## src/rtl/lcdc_host_pkg.sv

```systemverilog
// Shared definitions for the LCD controller host command interface.
// Holds opcodes, FSM encoding and parameter counts used by decoder and bench.
package lcdc_host_pkg;

    localparam logic [7:0] CMD_SYSSET   = 8'h40;
    localparam logic [7:0] CMD_MWRITE   = 8'h42;
    localparam logic [7:0] CMD_SCROLL   = 8'h44;
    localparam logic [7:0] CMD_CSRW     = 8'h46;
    localparam logic [7:0] CMD_DISP_OFF = 8'h58;
    localparam logic [7:0] CMD_DISP_ON  = 8'h59;

    localparam logic [7:0] SYSSET_NPAR = 8'd8;
    localparam logic [7:0] SCROLL_NPAR = 8'd10;
    localparam logic [7:0] CSRW_NPAR   = 8'd2;

    typedef enum logic [2:0] {
        ST_IDLE,
        ST_SYSSET,
        ST_SCROLL,
        ST_CSRW,
        ST_DISP,
        ST_MWRITE,
        ST_IGNORE
    } state_t;

    function automatic state_t cmd_to_state(input logic [7:0] op);
        case (op)
            CMD_SYSSET:   return ST_SYSSET;
            CMD_SCROLL:   return ST_SCROLL;
            CMD_CSRW:     return ST_CSRW;
            CMD_DISP_OFF: return ST_DISP;
            CMD_DISP_ON:  return ST_DISP;
            CMD_MWRITE:   return ST_MWRITE;
            default:      return ST_IGNORE;
        endcase
    endfunction

endpackage

```

## src/rtl/host_cmd_ctrl_if.sv

```systemverilog
// Asynchronous host write bus: chip enable, address, write strobe, data.
// Host drives it (master); the controller only samples it (slave).
interface host_cmd_ctrl_if;
  logic       ce_x;
  logic       a0;
  logic       wr_x;
  logic [7:0] dat;

  modport master (output ce_x, a0, wr_x, dat);
  modport slave  (input  ce_x, a0, wr_x, dat);
endinterface

```

## src/rtl/host_wr_sync.sv

```systemverilog
// Synchronizes the host bus into clk and emits one strobe per wr_x rising edge.
// Strobe appears SYNC_STAGES clk after the edge; no backpressure, host is never stalled.
module host_wr_sync #(
  parameter int SYNC_STAGES = 2
) (
  input  logic       clk,
  input  logic       rst,
  input  logic       ce_x,
  input  logic       a0,
  input  logic       wr_x,
  input  logic [7:0] dat,
  output logic       stb,
  output logic       stb_a0,
  output logic [7:0] stb_dat
);

  logic [SYNC_STAGES-1:0] ce_s;
  logic [SYNC_STAGES-1:0] wr_s;
  logic [SYNC_STAGES-1:0] a0_s;
  logic [7:0]             dat_s [SYNC_STAGES];
  logic                   wr_d;

  always_ff @(posedge clk) begin
    if (rst) begin
      ce_s    <= '1;
      wr_s    <= '1;
      a0_s    <= '0;
      wr_d    <= 1'b1;
      stb_a0  <= 1'b0;
      stb_dat <= '0;
      for (int i = 0; i < SYNC_STAGES; i++) dat_s[i] <= '0;
    end else begin
      ce_s[0]  <= ce_x;
      wr_s[0]  <= wr_x;
      a0_s[0]  <= a0;
      dat_s[0] <= dat;
      for (int i = 1; i < SYNC_STAGES; i++) begin
        ce_s[i]  <= ce_s[i-1];
        wr_s[i]  <= wr_s[i-1];
        a0_s[i]  <= a0_s[i-1];
        dat_s[i] <= dat_s[i-1];
      end
      // a0/dat taken one sample behind, i.e. while wr_x was still low
      wr_d    <= wr_s[SYNC_STAGES-1];
      stb_a0  <= a0_s[SYNC_STAGES-1];
      stb_dat <= dat_s[SYNC_STAGES-1];
    end
  end

  assign stb = wr_s[SYNC_STAGES-1] & ~wr_d & ~ce_s[SYNC_STAGES-1];

endmodule

```

## src/rtl/host_cmd_ctrl.sv

```systemverilog
// Host command decoder: SYSTEM SET, SCROLL, CSRW, DISP ON/OFF and MWRITE into config registers.
// Update SYNC_STAGES+1 clk after wr_x rises; no backpressure, every host write is consumed.
module host_cmd_ctrl
  import lcdc_host_pkg::*;
#(
  parameter int         SYNC_STAGES = 2,
  parameter logic [7:0] MAX_PAR     = 8'd255
) (
  input  logic                   clk,
  input  logic                   rst,
  host_cmd_ctrl_if.slave         host,
  output logic [7:0]             reg_cr,
  output logic [7:0]             reg_tcr,
  output logic [7:0]             reg_lf,
  output logic [15:0]            reg_ap,
  output logic [15:0]            reg_sad1,
  output logic [15:0]            reg_csr,
  output logic                   disp_en,
  output logic                   cfg_upd,
  output logic                   mem_wr,
  output logic [15:0]            mem_addr,
  output logic [7:0]             mem_dat
);

  logic       stb;
  logic       stb_a0;
  logic [7:0] stb_dat;
  state_t     state;
  logic [7:0] par_idx;

  host_wr_sync #(.SYNC_STAGES(SYNC_STAGES)) u_sync (
    .clk     (clk),
    .rst     (rst),
    .ce_x    (host.ce_x),
    .a0      (host.a0),
    .wr_x    (host.wr_x),
    .dat     (host.dat),
    .stb     (stb),
    .stb_a0  (stb_a0),
    .stb_dat (stb_dat)
  );

  always_ff @(posedge clk) begin
    if (rst) begin
      state    <= ST_IDLE;
      par_idx  <= '0;
      reg_cr   <= '0;
      reg_tcr  <= '0;
      reg_lf   <= '0;
      reg_ap   <= '0;
      reg_sad1 <= '0;
      reg_csr  <= '0;
      disp_en  <= 1'b0;
      cfg_upd  <= 1'b0;
      mem_wr   <= 1'b0;
      mem_addr <= '0;
      mem_dat  <= '0;
    end else begin
      cfg_upd <= 1'b0;
      mem_wr  <= 1'b0;
      if (stb && stb_a0) begin
        // a new command always wins; partially written registers stay as they are
        state   <= cmd_to_state(stb_dat);
        par_idx <= '0;
        if (stb_dat == CMD_DISP_OFF || stb_dat == CMD_DISP_ON) disp_en <= stb_dat[0];
      end else if (stb) begin
        if (par_idx != MAX_PAR) par_idx <= par_idx + 8'd1;
        if (par_idx == MAX_PAR && state != ST_MWRITE) begin
          state <= ST_IGNORE;
        end else begin
          case (state)
            ST_SYSSET: begin
              case (par_idx)
                8'd3:    reg_cr        <= stb_dat;
                8'd4:    reg_tcr       <= stb_dat;
                8'd5:    reg_lf        <= stb_dat;
                8'd6:    reg_ap[7:0]   <= stb_dat;
                8'd7:    reg_ap[15:8]  <= stb_dat;
                default: ;
              endcase
              if (par_idx == SYSSET_NPAR - 8'd1) begin
                cfg_upd <= 1'b1;
                state   <= ST_IDLE;
              end
            end
            ST_SCROLL: begin
              if (par_idx == 8'd0) reg_sad1[7:0]  <= stb_dat;
              if (par_idx == 8'd1) reg_sad1[15:8] <= stb_dat;
              if (par_idx == SCROLL_NPAR - 8'd1) state <= ST_IDLE;
            end
            ST_CSRW: begin
              if (par_idx == 8'd0) reg_csr[7:0] <= stb_dat;
              if (par_idx == CSRW_NPAR - 8'd1) begin
                reg_csr[15:8] <= stb_dat;
                state         <= ST_IDLE;
              end
            end
            ST_DISP: state <= ST_IDLE;
            ST_MWRITE: begin
              mem_wr   <= 1'b1;
              mem_addr <= reg_csr;
              mem_dat  <= stb_dat;
              reg_csr  <= reg_csr + 16'd1;
            end
            default: ;
          endcase
        end
      end
    end
  end

endmodule

```

## src/flat_wrapper.sv

```systemverilog
// flat-port wrapper written by rule: the top's interface ports become plain ports
module host_cmd_ctrl_flat import lcdc_host_pkg::*;
#(
  parameter int         SYNC_STAGES = 2,
  parameter logic [7:0] MAX_PAR     = 8'd255
)
  (clk, rst, reg_cr, reg_tcr, reg_lf, reg_ap, reg_sad1, reg_csr, disp_en, cfg_upd, mem_wr, mem_addr, mem_dat, host_ce_x, host_a0, host_wr_x, host_dat);
  host_cmd_ctrl_if host_i ();
  input  logic clk;
  input  logic rst;
  output logic [7:0] reg_cr;
  output logic [7:0] reg_tcr;
  output logic [7:0] reg_lf;
  output logic [15:0] reg_ap;
  output logic [15:0] reg_sad1;
  output logic [15:0] reg_csr;
  output logic disp_en;
  output logic cfg_upd;
  output logic mem_wr;
  output logic [15:0] mem_addr;
  output logic [7:0] mem_dat;
  input wire logic [$bits(host_i.ce_x)-1:0] host_ce_x;
  input wire logic [$bits(host_i.a0)-1:0] host_a0;
  input wire logic [$bits(host_i.wr_x)-1:0] host_wr_x;
  input wire logic [$bits(host_i.dat)-1:0] host_dat;
  assign host_i.ce_x = host_ce_x;
  assign host_i.a0 = host_a0;
  assign host_i.wr_x = host_wr_x;
  assign host_i.dat = host_dat;
  host_cmd_ctrl #(.SYNC_STAGES(SYNC_STAGES), .MAX_PAR(MAX_PAR)) u_core (.clk(clk), .rst(rst), .host(host_i), .reg_cr(reg_cr), .reg_tcr(reg_tcr), .reg_lf(reg_lf), .reg_ap(reg_ap), .reg_sad1(reg_sad1), .reg_csr(reg_csr), .disp_en(disp_en), .cfg_upd(cfg_upd), .mem_wr(mem_wr), .mem_addr(mem_addr), .mem_dat(mem_dat));
endmodule
```

## config.mk

```make
export PLATFORM = sky130hd
export DESIGN_NAME = host_cmd_ctrl_flat
export DESIGN_NICKNAME = d
export VERILOG_FILES = /design/src/rtl/lcdc_host_pkg.sv /design/src/rtl/host_cmd_ctrl_if.sv /design/src/rtl/host_wr_sync.sv /design/src/rtl/host_cmd_ctrl.sv /design/src/flat_wrapper.sv
export SDC_FILE = /design/constraint.sdc
export NUM_CORES = 1
export LEC_CHECK = 0
export CORE_UTILIZATION = 44
export DETAILED_ROUTE_END_ITERATION = 7
export DONT_BUFFER_PORTS = 1
export GPL_TIMING_DRIVEN = 0
export HOLD_SLACK_MARGIN = 0.02
export SLEW_MARGIN = 20
export SYNTH_ARGS = -nofsm -noshare
export SYNTH_HDL_FRONTEND = slang
export SYNTH_SLANG_ARGS = --single-unit
```

## constraint.sdc

```tcl
create_clock -name clk -period 3.9 [get_ports clk]
set_clock_uncertainty 0.05 [all_clocks]
set_input_delay 1.17 -clock clk [delete_from_list [all_inputs] [get_ports clk]]
set_output_delay 1.17 -clock clk [all_outputs]
set_load 0.02 [all_outputs]
```

**Word level (Yosys, flattened, before mapping)**

Memory sizes are Yosys's and may differ from the RTL's. A register that Yosys moved wholly into a read port is not among the register bits.
Cells that the tools add are included.

- Bits in registers: 118
- Word-level logic and storage cells: 102
- Bits in writable memories: 16
- Memories: 1
- Output and inout port bits: 99

- Reduce and logical (&&, ||, !) cells: 24
- Add/subtract/negate cells: 2
- Multiplexer cells: 18
- Bitwise logic cells: 10
- Equality and inequality tests: 26

Memories:

| name | depth | bits a word | read ports | clocked after Yosys merged registers in | wr ports | RTL line | RTL |
|---|---|---|---|---|---|---|---|
| u_core.u_sync.dat_s | 2 | 8 | 2 | 1 | 2 | host_wr_sync.sv:20 | `logic [7:0] dat_s [SYNC_STAGES];` |

Operators with widths:

| kind | number |
|---|---|
| 5-bit AND reduction | 10 |
| 8-bit by 7-bit equality test with 1-bit output, second input constant | 6 |
| 8-bit by 3-bit equality test with 1-bit output, second input constant | 4 |
| 8-bit 2-to-1 mux | 4 |
| 16-bit one-hot mux with 2 select lines | 1 |
| 3-bit 2-to-1 mux | 6 |
| 16-bit by 1-bit adder with 16-bit output, second input constant | 1 |
| 3-bit one-hot mux with 5 select lines | 1 |
| 4-bit by 1-bit != test with 1-bit output, second input constant | 3 |
| 3-bit one-hot mux with 4 select lines | 1 |
| 8-bit by 1-bit adder with 8-bit output, second input constant | 1 |
| 8-bit by 1-bit equality test with 1-bit output, second input constant | 1 |
| 8-bit by 2-bit equality test with 1-bit output, second input constant | 1 |
| 8-bit by 4-bit equality test with 1-bit output, second input constant | 1 |
| 8-bit equality test, second input constant | 1 |
| 8-bit zero test | 1 |
| 8-bit != test, second input constant | 1 |
| 3-bit by 2-bit equality test with 1-bit output, second input constant | 2 |
| 3-bit equality test, second input constant | 2 |
| 1-bit NOT | 6 |
| 6-bit nonzero test | 1 |
| 1-bit 2-to-1 mux | 5 |
| 5-bit OR reduction | 1 |
| 2-bit by 1-bit != test with 1-bit output, second input constant | 2 |
| other kinds (11) | 17 |

**Longest topological paths before layout**

Gate-level depths: netlist (run 1).

- Word-level depth: 6
- Gate-level depth with buffers: 8
- Mapped depth without buffers: 6

**Modules after synthesis**

From an unflattened synthesis (run 1), not the netlist that was laid out.

- Cells, all modules: 665
- Area, all modules: 5925.7 um^2

By module, submodules not included:

| module | area each (um^2) | cells an instance | sequential area each (um^2) | instances |
|---|---|---|---|---|
| host_cmd_ctrl | 5054.8 | 597 | 2202.1 | 1 |
| host_wr_sync | 870.8 | 68 | 640.6 | 1 |

**Least setup slack after synthesis (run 1)**

OpenSTA, ideal clock, no wires.

- Path type: input-to-reg
- Start point: in rst
- End point: reg u_core.disp_en
- Buffers on the path: 3
- Slack: 1722 ps
- Data required time: 3722 ps
- Stages: 4
- Arrival time: 2000 ps
- Library setup time: 128 ps
- Path through: clkbuf_1 clkbuf_1 clkbuf_1 nor2_1

RTL lines:

| element | RTL line | RTL |
|---|---|---|
| from (decl) | flat_wrapper.sv:10 | `input logic rst;` |
| to (signal assigned) | host_cmd_ctrl.sv:65 | `if (stb_dat == CMD_DISP_OFF \|\| stb_dat == CMD_DISP_ON) disp_en <= stb_dat[0];` |
| to (decl) | host_cmd_ctrl.sv:18 | `output logic disp_en,` |

No word-level cell between the ends.

**Worst setup path after layout (run 1)**

- Start point: reg u_core.state[2]
- End point: reg u_core.mem_addr[10]

- Cells in the longest elaborated chain, start to end: 4

Ends and longest elaborated chain:

| element | RTL line | RTL |
|---|---|---|
| from (decl) | host_cmd_ctrl.sv:28 | `state_t state;` |
| from (signal assigned) | host_cmd_ctrl.sv:63 | `state <= cmd_to_state(stb_dat);` |
| 3-bit != test | host_cmd_ctrl.sv:68 | `if (par_idx == MAX_PAR && state != ST_MWRITE) begin` |
| 1-bit logical AND | host_cmd_ctrl.sv:68 |  |
| 1-bit NOT (no line) | - |  |
| 4-bit AND reduction (no line) (*) | - |  |
| to (signal assigned) | host_cmd_ctrl.sv:101 | `mem_addr <= reg_csr;` |
| to (decl) | host_cmd_ctrl.sv:21 | `output logic [15:0] mem_addr,` |

Every way passes the cells marked *; elsewhere a longest branch is shown, timed or not.
A chain may end at the register's enable or synchronous reset.

==> run_results.csv, run 1 <==
group,metric,value,unit
layout,layout_common_cells,"dfxtp_1, nand2_1, nor2_1, mux2i_1, a21oi_1",
clock_network,hold_buffers,0,
logic_synthesis,syn_avg_cell_area,9.19,µm²
logic_synthesis,synth_cell_types,51,
clock_network,htree_levels,4,
global_routing,track_usage,22.0,%
placed_design,gp_congestion,0.920,
die,io_pins,112,
layout,final_common_cell,"dfxtp_1",
die,die_x,115,µm
clock_network,numCtsBuffers,17,
global_routing,grt_max_degree,17,
placed_design,io_buffers,0,
logic_synthesis,synth_warnings,0,
clock_network,clkLatencyLatePin,0.41,ns
logic_synthesis,yosys.area_share.adder,1.12,%
drt,route.detailed.drc,0,
logic_synthesis,synthArstFlopShare,0,%
min_path,hold_class,"reg -> reg",
die,die-area,13100,µm²
global_routing,grt_pass1_vias,4045,
clock_network,post-cts-setup-buffer-count,0,
logic_synthesis,synth.area.mux_share,10.4,%
layout,final_area,6430,µm²
clock_network,clock_tree.root_cell,"clkbuf_16",
power_and_ir_drop,p_per_area,513,nW/µm²
drt,routedWlPerCell,17.1,µm
logic_synthesis,synth_top_family_by_area,"simple AND/OR/NAND/NOR gates",
critical_path,crit_required,4.19,ns
sta,tightest_slew,1.09,ns
critical_path,start_kind,"flip-flop",
sta,grt_setup_unrepaired,"no",
clock_network,cts_tree,"built",
clock_network,clkSinkCount,142,
status,outcome,"finished clean",
clock_network,cts.clk_slew.worst_paths,0.06,ns
logic_synthesis,synth_seq_cells,142,
layout,nets,643,
logic_synthesis,synth_compound_area_share,11.0,%
placed_design,detailed_place.area,5780,µm²
logic_synthesis,synthFlopType,"dfxtp_1",
sta,maxSlewViolCount,0,
logic_synthesis,synth_edf_count,0,
global_routing,grt_pass1_wl,21900,µm
drt,dr_total_vias,4331,
layout,drive_above_1_share,8.31,%
power_and_ir_drop,ir_worst_vdd,0.000312,V
logic_synthesis,synth-xor-area-share,0.786,%
global_routing,antenna_found_initial,0,
die,fp.dieH,115,µm
clock_network,cts_max_path_buffers,2,
drt,dr.pass1.iters,5,
sta,min_period_over_period,72.3,%
die,core,12200,µm²
critical_path,critical_path_class,"reg -> reg",
critical_path,arrival,3.10,ns
drt,first_iter_violations,337,
power_and_ir_drop,leakage,0.00253,µW
global_routing,grt-ovfl-total,0,
logic_synthesis,synth-simple-area-share,22.5,%
sta,hold_violations,0,
logic_synthesis,seq_area_frac_synth,51.0,%
layout,area_delta_synth_final,15.5,%
layout,diodes,0,
logic_synthesis,synthesis.nets,624,
sta,fmax,355,MHz
logic_synthesis,netlist_area,5570,µm²
drt,via_per_inst,5.37,
placed_design,hpwl,9530,µm
sta,relSlewSlack,26.7,%
die,rows,40,
die,start_util,45.8,%
critical_path,end_kind,"flip-flop",
flow_run,max_cap_viol_count,0,
sta,setup_viol,0,
sta,layout_min_cycle_time,2.82,ns
sta,tns,0,ns
critical_path,critPathMaxFanout,10,
clock_network,post_cts_resized,0,
logic_synthesis,syn_inst,606,
drt,ant_nets,0,
drt,routed_wl,13800,µm
where the power goes:
group	switching (µW)	total [µW]	internal [µW]
combinational	43.6	59.0	15.4
sequential	4.14	1470	1460
clock	622	1770	1150
critical path: stages, from the launching register on:
cell	delay, ns
dfxtp_1	0.30
clkbuf_1	0.33
nand3b_1	0.42
nor3_1	0.96
clkbuf_1	0.42
nand2_1	0.11
a21oi_1	0.14
Yosys cell counts (5+ instances only):
cell	count	share of area, %
a21oi_1	49	4.4
a31oi_1	6	0.67
clkbuf_1	35	2.4
dfxtp_1	142	51
ha_1	5	1.1
inv_1	5	0.34
mux2i_1	58	10
nand2_1	84	5.7
nand3_1	7	0.63
nand4_1	6	0.67
nor2_1	76	5.1
nor2b_1	28	3.1
nor3_1	10	0.90
o21ai_0	20	1.8
o31ai_1	6	0.81
or2_2	6	0.67
routing by layer:
layer / global-route usage (%) / part of all wire [%] / wire [µm]
met1: 29.9 / 46 / 6330
met2: 32.8 / 45 / 6240
met3: 5.72 / 7.2 / 990
met4: 9.70 / 1.7 / 238
met5: 0 / 0 / 0
flip-flops by register name, summed over array words and instances (netlist names), 2 cells and up:
name and flops:
u_core.mem_addr 16, u_core.reg_ap 16, u_core.reg_csr 16, u_core.reg_sad1 16, u_core.u_sync.dat_s 16, u_core.mem_dat 8, u_core.par_idx 8, u_core.reg_cr 8
u_core.reg_lf 8, u_core.reg_tcr 8, u_core.u_sync.stb_dat 8, u_core.state 3, u_core.u_sync.a0_s 2, u_core.u_sync.ce_s 2, u_core.u_sync.wr_s 2
final cells by class:
class | count | area, µm²
fillers | 1136 | 5730
flip-flops and latches | 142 | 2840
multi-input cells | 420 | 2550
clock buffers | 18 | 439
clock inverters | 14 | 214
well taps | 168 | 210
plain buffers | 39 | 158
inverters | 5 | 18.8
worst paths after layout:
path                          from                    end  slack (ns)  cells past startpoint
max                u_core.state[2]    u_core.mem_addr[10]        1.08                      6
min          u_core.u_sync.wr_s[0]  u_core.u_sync.wr_s[1]        0.36                      1
min reg2reg  u_core.u_sync.wr_s[0]  u_core.u_sync.wr_s[1]        0.36                      1
max reg2reg        u_core.state[2]    u_core.mem_addr[10]        1.08                      6
through the flow:
| stage | hold WS, ns | setup slack [ns] | cells | util, % | total power [µW] |
|---|---|---|---|---|---|
| detailed placement | 0.350 | 1.12 | 774 | 47.5 | 1560 |
| CTS | 0.367 | 1.11 | 806 | 52.9 | 3330 |
| finish | 0.365 | 1.08 | 806 | 52.9 | 3300 |
| floorplan | 0.339 | 1.72 | 606 | - | 1540 |
| global placement | 0.349 | 1.06 | 774 | 47.5 | 1560 |
| global route | 0.373 | 0.879 | 806 | 52.9 | 3400 |
cells by family after synthesis:
logic type,Yosys count
AO/OA/AOI/OAI,103
XOR/XNOR,5
adder cells (fa/ha/maj),5
buffers and inverters,44
flip-flops,142
multiplexers,58
AND/OR/NAND/NOR,249
No activity file was read; power rests on OpenSTA's default activity.
==> run 2: changes to the inputs <==
- clock period: 3.9 -> 2.8 ns (I/O delays scaled with it)
==> run_results.csv, run 2 (synthesis results as in run 1) <==
group,metric,value,unit
status,outcome,"finished clean",
drt,routed_wl,13800,µm
critical_path,r2r_cells,6,
clock_network,numCtsBuffers,17,
critical_path,critical_path_class,"reg -> reg",
critical_path,crit_top_cell,"clkbuf_1",
sta,maxSlewViolCount,0,
critical_path,worst-path-buf-inv,2,
drt,first_iter_violations,302,
power_and_ir_drop,total_power,4600,µW
layout,final_area,6450,µm²
die,die_x,115,µm
sta,tightest_slew,0.943,ns
sta,relSlewSlack,37.0,%
clock_network,cts_tree,"built",
layout,nets,643,
critical_path,worstPathCellList,"clkbuf_1 -> nand3b_1 -> nor3_2 -> clkbuf_1 -> nand2_1 -> a21oi_1",
global_routing,track_usage,22.0,%
layout,multi_input_comb_area,2560,µm²
sta,grt_setup_unrepaired,"no",
die,fp.dieH,115,µm
critical_path,slowest_delay,0.61,ns
min_path,hold_class,"reg -> reg",
layout,final_common_cell,"dfxtp_1",
drt,dr_total_vias,4349,
placed_design,hpwl,9530,µm
placed_design,io_buffers,0,
global_routing,antenna_found_initial,0,
sta,layout_min_cycle_time,2.47,ns
die,rows,40,
power_and_ir_drop,ir_worst_vdd,0.000435,V
min_path,hold_path_depth,1,
critical_path,cp_num_cells,6,
clock_network,clock_tree.root_cell,"clkbuf_16",
critical_path,critPathTopFamily,"simple AND/OR/NAND/NOR gates",
critical_path,start_kind,"flip-flop",
power_and_ir_drop,leakage,0.00253,µW
sta,tns,0,ns
clock_network,clkSinkCount,142,
power_and_ir_drop,p_per_area,713,nW/µm²
die,core,12200,µm²
clock_network,cts_max_path_buffers,2,
layout,area_delta_synth_final,15.7,%
die,io_pins,112,
sta,fin_hold_ws,0.365,ns
layout,nFillCells,1135,
global_routing,grt_pass1_vias,4045,
placed_design,gp_congestion,0.920,
placed_design,detailed_place.area,5780,µm²
global_routing,grt-ovfl-total,0,
clock_network,hold_buffers,0,
global_routing,grt_pass1_wl,21900,µm
sta,setup_viol,0,
sta,min_period_over_period,88.0,%
die,die-area,13100,µm²
critical_path,end_kind,"flip-flop",
clock_network,htree_levels,4,
drt,route.detailed.drc,0,
critical_path,crit_required,3.08,ns
drt,routedWlPerCell,17.2,µm
drt,dr.pass1.iters,5,
layout,drive_above_1_share,8.62,%
sta,fmax,406,MHz
critical_path,arrival,2.75,ns
drt,ant_nets,0,
sta,hold_violations,0,
global_routing,grt_max_degree,17,
clock_network,cts.clk_slew.worst_paths,0.06,ns
layout,seqCellArea,2840,µm²
flow_run,max_cap_viol_count,0,
critical_path,critPathMaxFanout,10,
layout,diodes,0,
clock_network,clkLatencyLatePin,0.41,ns
die,start_util,45.8,%
layout,layout_common_cells,"dfxtp_1, nand2_1, nor2_1, mux2i_1, a21oi_1",
drt,via_per_inst,5.40,
critical_path,slowest_stage,"nor3_2",
run 2: routing by layer:
layer	up-vias	track usage [%]	share of wire, %
li1	2123	-	-
met1	2073	29.9	47
met2	139	32.8	45
met3	14	5.72	6.2
met4	0	9.70	1.6
met5	-	0	0
run 2: final timing paths:
kind | startpoint | end | slack [ns]
max | u_core.state[2] | u_core.mem_addr[10] | 0.33
max reg2reg | u_core.state[2] | u_core.mem_addr[10] | 0.33
min reg2reg | u_core.u_sync.wr_s[0] | u_core.u_sync.wr_s[1] | 0.36
min | u_core.u_sync.wr_s[0] | u_core.u_sync.wr_s[1] | 0.36
run 2: what timing repair did:
item | 4_1_cts | 5_1_grt
buffers inserted | 0 | 0
setup endpoints to repair | 0 | 20
resized for setup | 0 | 2
run 2: metrics by stage:
| stage | util (%) | setup WS [ns] | std cells |
|---|---|---|---|
| 4_1_cts | 52.9 | 0.00771 | 806 |
| 3_3_place_gp | 47.5 | 0.0539 | 774 |
| 6_report | 53.0 | 0.335 | 806 |
| 3_5_place_dp | 47.5 | 0.0249 | 774 |
| 5_1_grt | 53.0 | 0.112 | 806 |
| 2_1_floorplan | - | 0.678 | 606 |
run 2: layout make-up:
type                       instances  share of cell area (%)
buffer                            39                    2.45
sequential                       142                    44.1
multi-input combinational        420                    39.8
tap                              168                    3.26
clock inverter                    14                    3.32
clock buffer                      18                    6.81
inverter                           5                   0.291
run 2: worst register-to-register path: stages, from the launching register on:
cell	delay, ns
dfxtp_1	0.30
clkbuf_1	0.33
nand3b_1	0.43
nor3_2	0.61
clkbuf_1	0.42
nand2_1	0.11
a21oi_1	0.14
run 2: power by group:
group          internal [µW]  switching, µW  leakage, µW  total, µW
logic                   21.5           60.6      0.00107       82.1
clock network           1610            862     0.000313       2470
registers               2040           6.23      0.00115       2050
total                   3670            929      0.00253       4600
